File: src/rtl/ea_sequencer_if.sv
// Handshake and control bundle between the effective-address sequencer and its datapath/memory.
// The master modport is the sequencer; the slave modport is the surrounding datapath.
interface ea_sequencer_if;
    logic       start;
    logic [1:0] mode;
    logic       mem_ready;
    logic [7:0] data_in;

    logic       busy;
    logic       done;
    logic       mem_rd;
    logic       addr_sel;
    logic       pc_inc;
    logic       ea_oe;
    logic       ea_wr;
    logic       ea_lhb;
    logic       ea_inc;
    logic       ea_add_idx;
    logic       idx_oe;
    logic       zero_oe;
    logic       tmp_oe;
    logic [7:0] tmp_data;

    modport master (
        input  start, mode, mem_ready, data_in,
        output busy, done, mem_rd, addr_sel, pc_inc, ea_oe, ea_wr, ea_lhb, ea_inc,
               ea_add_idx, idx_oe, zero_oe, tmp_oe, tmp_data
    );

    modport slave (
        output start, mode, mem_ready, data_in,
        input  busy, done, mem_rd, addr_sel, pc_inc, ea_oe, ea_wr, ea_lhb, ea_inc,
               ea_add_idx, idx_oe, zero_oe, tmp_oe, tmp_data
    );
endinterface

File: src/rtl/ea_sequencer.sv
// Effective-address sequencer: walks ABS, ABS_IDX, ZP and IND addressing modes by strobing
// an external EA register, PC and bus drivers; only the IND low byte is held locally in tmp.
module ea_sequencer (
    input  logic                  clk,
    input  logic                  rst_n,
    input  logic                  clk_en,
    ea_sequencer_if.master        bus
);

    typedef enum logic [3:0] {
        StIdle,
        StFetchLo,
        StFetchHi,
        StZpHi,
        StAddIdx,
        StIndLo,
        StIndInc,
        StIndHi,
        StIndWrLo,
        StDone
    } state_e;

    localparam logic [1:0] ModeAbs    = 2'b00;
    localparam logic [1:0] ModeAbsIdx = 2'b01;
    localparam logic [1:0] ModeZp     = 2'b10;
    localparam logic [1:0] ModeInd    = 2'b11;

    state_e     state_q, state_d;
    logic [1:0] mode_q, mode_d;
    logic [7:0] tmp_q, tmp_d;
    logic       fire;

    always_ff @(posedge clk or negedge rst_n) begin
        if (!rst_n) begin
            state_q <= StIdle;
            mode_q  <= ModeAbs;
            tmp_q   <= 8'h00;
        end else if (clk_en) begin
            state_q <= state_d;
            mode_q  <= mode_d;
            tmp_q   <= tmp_d;
        end
    end

    // A read state completes only when the edge is enabled and memory has the data.
    assign fire = clk_en & bus.mem_ready;

    always_comb begin
        state_d        = state_q;
        mode_d         = mode_q;
        tmp_d          = tmp_q;
        bus.busy       = (state_q != StIdle);
        bus.done       = 1'b0;
        bus.mem_rd     = 1'b0;
        bus.addr_sel   = 1'b0;
        bus.pc_inc     = 1'b0;
        bus.ea_oe      = 1'b0;
        bus.ea_wr      = 1'b0;
        bus.ea_lhb     = 1'b0;
        bus.ea_inc     = 1'b0;
        bus.ea_add_idx = 1'b0;
        bus.idx_oe     = 1'b0;
        bus.zero_oe    = 1'b0;
        bus.tmp_oe     = 1'b0;
        bus.tmp_data   = tmp_q;

        unique case (state_q)
            StIdle: begin
                if (bus.start) begin
                    mode_d  = bus.mode;
                    state_d = StFetchLo;
                end
            end
            StFetchLo: begin
                bus.mem_rd = 1'b1;
                if (fire) begin
                    bus.ea_wr  = 1'b1;
                    bus.pc_inc = 1'b1;
                    state_d    = (mode_q == ModeZp) ? StZpHi : StFetchHi;
                end
            end
            StFetchHi: begin
                bus.mem_rd = 1'b1;
                bus.ea_lhb = 1'b1;
                if (fire) begin
                    bus.ea_wr  = 1'b1;
                    bus.pc_inc = 1'b1;
                    unique case (mode_q)
                        ModeAbsIdx: state_d = StAddIdx;
                        ModeInd:    state_d = StIndLo;
                        default:    state_d = StDone;
                    endcase
                end
            end
            StZpHi: begin
                bus.zero_oe = 1'b1;
                bus.ea_lhb  = 1'b1;
                bus.ea_wr   = clk_en;
                state_d     = StDone;
            end
            StAddIdx: begin
                bus.idx_oe     = 1'b1;
                bus.ea_add_idx = clk_en;
                state_d        = StDone;
            end
            StIndLo: begin
                bus.mem_rd   = 1'b1;
                bus.addr_sel = 1'b1;
                if (fire) begin
                    tmp_d   = bus.data_in;
                    state_d = StIndInc;
                end
            end
            StIndInc: begin
                bus.ea_inc = clk_en;
                state_d    = StIndHi;
            end
            StIndHi: begin
                bus.mem_rd   = 1'b1;
                bus.addr_sel = 1'b1;
                bus.ea_lhb   = 1'b1;
                if (fire) begin
                    bus.ea_wr = 1'b1;
                    state_d   = StIndWrLo;
                end
            end
            StIndWrLo: begin
                bus.tmp_oe = 1'b1;
                bus.ea_wr  = clk_en;
                state_d    = StDone;
            end
            StDone: begin
                bus.done = 1'b1;
                state_d  = StIdle;
            end
            default: state_d = StIdle;
        endcase
    end

endmodule

File: src/flat_wrapper.sv
// flat-port wrapper written by rule: the top's interface ports become plain ports
module ea_sequencer_flat 
  (clk, rst_n, clk_en, bus_start, bus_mode, bus_mem_ready, bus_data_in, bus_busy, bus_done, bus_mem_rd, bus_addr_sel, bus_pc_inc, bus_ea_oe, bus_ea_wr, bus_ea_lhb, bus_ea_inc, bus_ea_add_idx, bus_idx_oe, bus_zero_oe, bus_tmp_oe, bus_tmp_data);
  ea_sequencer_if bus_i ();
  input  logic clk;
  input  logic rst_n;
  input  logic clk_en;
  input wire logic [$bits(bus_i.start)-1:0] bus_start;
  input wire logic [$bits(bus_i.mode)-1:0] bus_mode;
  input wire logic [$bits(bus_i.mem_ready)-1:0] bus_mem_ready;
  input wire logic [$bits(bus_i.data_in)-1:0] bus_data_in;
  output wire logic [$bits(bus_i.busy)-1:0] bus_busy;
  output wire logic [$bits(bus_i.done)-1:0] bus_done;
  output wire logic [$bits(bus_i.mem_rd)-1:0] bus_mem_rd;
  output wire logic [$bits(bus_i.addr_sel)-1:0] bus_addr_sel;
  output wire logic [$bits(bus_i.pc_inc)-1:0] bus_pc_inc;
  output wire logic [$bits(bus_i.ea_oe)-1:0] bus_ea_oe;
  output wire logic [$bits(bus_i.ea_wr)-1:0] bus_ea_wr;
  output wire logic [$bits(bus_i.ea_lhb)-1:0] bus_ea_lhb;
  output wire logic [$bits(bus_i.ea_inc)-1:0] bus_ea_inc;
  output wire logic [$bits(bus_i.ea_add_idx)-1:0] bus_ea_add_idx;
  output wire logic [$bits(bus_i.idx_oe)-1:0] bus_idx_oe;
  output wire logic [$bits(bus_i.zero_oe)-1:0] bus_zero_oe;
  output wire logic [$bits(bus_i.tmp_oe)-1:0] bus_tmp_oe;
  output wire logic [$bits(bus_i.tmp_data)-1:0] bus_tmp_data;
  assign bus_i.start = bus_start;
  assign bus_i.mode = bus_mode;
  assign bus_i.mem_ready = bus_mem_ready;
  assign bus_i.data_in = bus_data_in;
  assign bus_busy = bus_i.busy;
  assign bus_done = bus_i.done;
  assign bus_mem_rd = bus_i.mem_rd;
  assign bus_addr_sel = bus_i.addr_sel;
  assign bus_pc_inc = bus_i.pc_inc;
  assign bus_ea_oe = bus_i.ea_oe;
  assign bus_ea_wr = bus_i.ea_wr;
  assign bus_ea_lhb = bus_i.ea_lhb;
  assign bus_ea_inc = bus_i.ea_inc;
  assign bus_ea_add_idx = bus_i.ea_add_idx;
  assign bus_idx_oe = bus_i.idx_oe;
  assign bus_zero_oe = bus_i.zero_oe;
  assign bus_tmp_oe = bus_i.tmp_oe;
  assign bus_tmp_data = bus_i.tmp_data;
  ea_sequencer u_core (.clk(clk), .rst_n(rst_n), .clk_en(clk_en), .bus(bus_i));
endmodule
File: config.mk
export PLATFORM = sky130hd
export DESIGN_NAME = ea_sequencer_flat
export DESIGN_NICKNAME = d
export VERILOG_FILES = /design/src/rtl/ea_sequencer_if.sv /design/src/rtl/ea_sequencer.sv /design/src/flat_wrapper.sv
export SDC_FILE = /design/constraint.sdc
export NUM_CORES = 1
export LEC_CHECK = 0
export BUFFER_PORTS_ARGS = -buffer_cell sky130_fd_sc_hd__buf_2
export CAP_MARGIN = 15
export CORE_MARGIN = 2
export CORE_UTILIZATION = 42
export CTS_BUF_LIST = sky130_fd_sc_hd__clkbuf_4 sky130_fd_sc_hd__clkbuf_8
export DETAILED_ROUTE_END_ITERATION = 12
export PLACE_DENSITY = 0.8
export SETUP_SLACK_MARGIN = 0.15
export SLEW_MARGIN = 5
export SYNTH_ARGS = -nofsm -noshare
export SYNTH_HDL_FRONTEND = slang
export SYNTH_SLANG_ARGS = --single-unit
export TNS_END_PERCENT = 1
File: constraint.sdc
create_clock -name clk -period 3.06 [get_ports clk]
set_input_delay 0.153 -clock clk [delete_from_list [all_inputs] [get_ports clk]]
set_output_delay 0.153 -clock clk [all_outputs]
set_load 0.1 [all_outputs]
Yosys cells after proc, flatten, opt, wreduce, memory -nomap -nowiden

Index checks and enable logic that the tools add are counted.
Widths: inputs -> output; s select.

Register bits: 14
Bits in latches: 0
RAM bits: 0
Bits in read-only memories: 0
Input port bits: 15
Output and inout port bits: 21
Logic and storage cells: 53
Memories kept: 0

Add/subtract/negate cells: 0
Multiply operators: 0
Div/mod/pow operators: 0
$lt $le $gt $ge: 0
Equal/unequal tests: 17
Shift operators: 0
Multiplexer cells: 20
Bitwise logic cells: 1
Reductions and logical operators: 12

Operators by type and width:

| cell               | number |
|---|---|
| $pmux 4 s7         | 1 |
| $mux 4             | 5 |
| $eq 4x3->1 const B | 4 |
| $mux 1             | 12 |
| $reduce_or 3->1    | 3 |
| $eq 4x2->1 const B | 2 |
| $eq 4x4->1 const B | 2 |
| $ne 2x1->1 const B | 4 |
| $pmux 4 s2         | 1 |
| $reduce_and 3->1   | 2 |
| $reduce_and 6->1   | 1 |
| $reduce_or 2->1    | 3 |
| $eq 2x2->1 const B | 2 |
| $eq 4x1->1 const B | 1 |
| $logic_not 4->1    | 1 |
| $reduce_bool 4->1  | 1 |
| $reduce_or 4->1    | 1 |
| $eq 2x1->1 const B | 1 |
| $ne 2x2->1 const B | 1 |
| $pmux 1 s2         | 1 |
| $and 1x1->1        | 1 |

Depth between registers and ports, before layout

Depth after elaboration: 4
Depth in mapped cells: 5
Mapped depth without buffers: 4

Least setup slack after synthesis

No wires, ideal clock.

Path kind: reg-to-output
Start point: reg u_core.state_q[0]
End point: out bus_pc_inc
Arrival: 5.452 ns
Required time: 2.907 ns
Slack: -2.545 ns
Cell stages (with the launch flop): 4
Buffers on the path: 1
Path through: dfrtp_1 -> clkbuf_1 -> nand2b_1 -> a2111oi_0

Longest elaborated chain between the ends: 3
Elaborated cells on any way between the ends: 4
Those cells by class: eq/ne (2); mux (1); reduce/logical (1)

RTL lines:

| element                                  | RTL line           | text |
|---|---|---|
| from (decl)                              | ea_sequencer.sv:28 | `state_e state_q, state_d;` |
| from (signal assigned)                   | ea_sequencer.sv:35 | `state_q <= StIdle;` |
| from (signal assigned)                   | ea_sequencer.sv:39 | `state_q <= state_d;` |
| $eq 4x1->1 or $eq 4x2->1 (tied branches) | ea_sequencer.sv:67 | `unique case (state_q)` |
| $reduce_or 2->1 (no source line) (*)     | --                 |  |
| $mux 1 (*)                               | --                 |  |
| to (decl)                                | flat_wrapper.sv:16 | `output wire logic [$bits(bus_i.pc_inc)-1:0] bus_pc_inc;` |

Mark *: on every way between the ends. The rest lies on a longest branch, timed or not.

Final worst setup path

Start point: reg u_core.state_q[2]
End point: out bus_mem_rd

Longest elaborated chain between the ends: 3
Elaborated cells on any way between the ends: 6
Those cells by class: eq/ne (4); mux (1); reduce/logical (1)

RTL lines:

| element                              | RTL line           | text |
|---|---|---|
| $eq 4x1->1 (tied with other cells)   | ea_sequencer.sv:67 |  |
| $reduce_or 4->1 (no source line) (*) | --                 |  |
| $mux 1 (*)                           | ea_sequencer.sv:67 |  |
| to (decl)                            | flat_wrapper.sv:14 | `output wire logic [$bits(bus_i.mem_rd)-1:0] bus_mem_rd;` |

Marked as above.

==> results.sh <==
export IMPL_syn_instance_count=87
export IMPL_cts_resized_gates=0
export IMPL_netlist_top_cells_area="dfrtp_1, mux2_2, mux2_4"
export IMPL_synthMuxAreaShare_pct=18.1
export IMPL_min_path_type="input pin to flop"
export IMPL_synth_cell_types=35
export IMPL_synthArstFlopShare_pct=100
export IMPL_gr_total_overflow=0
export IMPL_firstDrtPassIters=4
export IMPL_max_cap_viol_count=0
export IMPL_die_w_um=49.6
export IMPL_grt_max_degree=19
export IMPL_synth_warnings=0
export IMPL_path_cells="and2b_1 -> xnor2_1 -> nor2_1 -> buf_2"
export IMPL_finalHoldViolCount=0
export IMPL_synth_xor_area_share_pct=2.01
export IMPL_final_nets=135
export IMPL_arrival_ps=1930
export IMPL_ios=36
export IMPL_design_core_area_mm2=0.00196
export IMPL_synth_compound_area_share_pct=13.6
export IMPL_synth_nets=102
export IMPL_ys_top_cells_by_count="dfrtp_1, mux2_2, nor2_1"
export IMPL_dp_cells=141
export IMPL_fin_crit_ps=2080
export IMPL_synth_largest_area_cell="dfrtp_1"
export IMPL_yosysMostFrequentCell="dfrtp_1"
export IMPL_grt_usage_pct=16.9
export IMPL_die_y_um=49.6
export IMPL_syn_to_final_growth_pct=25.1
export IMPL_cts_buffers=3
export IMPL_final_max_slew_viol_count=0
export IMPL_setup_violations_final=0
export IMPL_final_period_utilization_pct=68.1
export IMPL_grt_pass1_vias=704
export IMPL_cts_tree="done"
export IMPL_port_buffers=34
export IMPL_ant_nets=0
export IMPL_cpPeakStageDelay_ps=680
export IMPL_crit_family="flip-flops"
export IMPL_r2r_slack_ps=1130
export IMPL_num_vias=743
export IMPL_cts_clk_slew_worst_paths_ps=90
export IMPL_synth_ff_type="dfrtp_1"
export IMPL_cts_max_level=1
export IMPL_setup_tns_final_ps=0
export IMPL_fp_row_count=16
export IMPL_synth_seq_cells=14
export IMPL_drc_errors=0
export IMPL_antenna_found_initial=0
export IMPL_syn_area_um2=872
export IMPL_cts_root_buffer="clkbuf_4"
export IMPL_synth_edf_count=0
export IMPL_placed_cell_area_mm2=0.00104
export IMPL_drtIter0Drc=6
export IMPL_end_kind="output port"
export IMPL_die_area_mm2=0.00246
export IMPL_yosys_area_share_simple_pct=20.9
export IMPL_status="finished, final reports clean"
export IMPL_fin_area_mm2=0.00109
export IMPL_hpwl_um=1470
export IMPL_rsz0062_at_grt="false"
export IMPL_synth_fa_ha_area_share_pct=0
export IMPL_fin_skew_ps=0.912
export IMPL_cts_sinks=14
export IMPL_path_class="flop to output port"
export IMPL_wl_um=1910
export IMPL_cts_path_max_buffers=2
export IMPL_initial_core_util_pct=44.5
export IMPL_timing_fmax_mhz=480
export IMPL_start_kind="flop"
export IMPL_grt_pass1_wl_um=3220
export IMPL_syn_mean_instance_area_um2=10.0
export IMPL_clkLatencyLatePin_ps=280
export IMPL_synth_top_family_by_area="simple AND/OR/NAND/NOR gates"
export IMPL_yosysTopAreaCellShare_pct=40.2
export IMPL_vias_per_cell=5.09
export IMPL_yosysSeqAreaShare_pct=40.2
export IMPL_worst_path_max_fanout=18
export IMPL_slew_headroom_pct=61.0
export IMPL_crit_buf_inv=1
export IMPL_utilization_pct=55.6
export IMPL_gp_congestion=0.819
export IMPL_cp_required_ps=2910
export IMPL_final_cells=146
export IMPL_tightest_slew_ps=584
export IMPL_wl_per_cell_um=13.1
export IMPL_n_antenna_cell=0
export IMPL_drive_above_1_share_pct=48.7
export IMPL_cp_slowest_cell="dfrtp_1"
registers in the layout, indices dropped and copies added (netlist names):
signal / flops
u_core.bus.tmp_data: 8
u_core.state_q: 4
u_core.mode_q: 2
final timing paths:
path / startpoint / endpoint / depth (start not counted)
max in group asynchronous: rst_n / u_core.bus.tmp_data[4] / 2
hold reg to reg: u_core.bus.tmp_data[6] / u_core.bus.tmp_data[6] / 1
hold / removal: bus_data_in[1] / u_core.bus.tmp_data[1] / 2
setup / recovery: u_core.state_q[2] / bus_mem_rd / 4
min in group asynchronous: rst_n / u_core.bus.tmp_data[5] / 2
setup reg to reg: u_core.state_q[2] / u_core.state_q[3] / 4
placed cells by master, fill, tap and decap left out, types with 2 or more instances in the layout:
master	n
o21a_1	2
nand2b_1	3
dfrtp_1	14
nor2b_1	3
nand2_1	4
or2_2	2
mux2_4	3
and2b_1	2
o21ai_0	5
clkbuf_4	3
nor3_1	2
xnor2_1	2
mux2_2	10
buf_2	34
nor2_1	9
nor3b_1	2
what timing repair did:
item,in CTS,in global routing
hold buffers,1,0
setup buffers,0,0
hold endpoints to repair,14,0
area by class of cell:
cell class / count / area (um2)
sequential: 14 / 350
clock buffer: 4 / 36.3
multi-input combinational: 65 / 487
fill: 195 / 871
inverter: 1 / 3.75
tap: 27 / 33.8
timing repair buffer: 35 / 180
kinds of logic after synthesis:
group	count (synthesis)
simple gates	33
flops	14
other cells	1
compound gates	16
xor+xnor	2
buf+inv	8
mux	13
per-stage QoR:
step	worst slack, ps	hold slack (ps)
2_1_floorplan	-229	-143
3_3_place_gp	1210	53.8
3_5_place_dp	1160	60.5
4_1_cts	978	92.2
5_1_grt	879	87.3
6_report	977	97.8
metal layers:
layer	global-route usage [%]	up-vias	routed length, um
li1	-	362	-
met1	20.2	362	779
met2	29.6	15	1040
met3	3.94	4	62
met4	6.02	0	24
met5	0	-	0
Power is not shown: default switching activity piles up to over one toggle a cycle in this logic, so the estimate is an artifact.
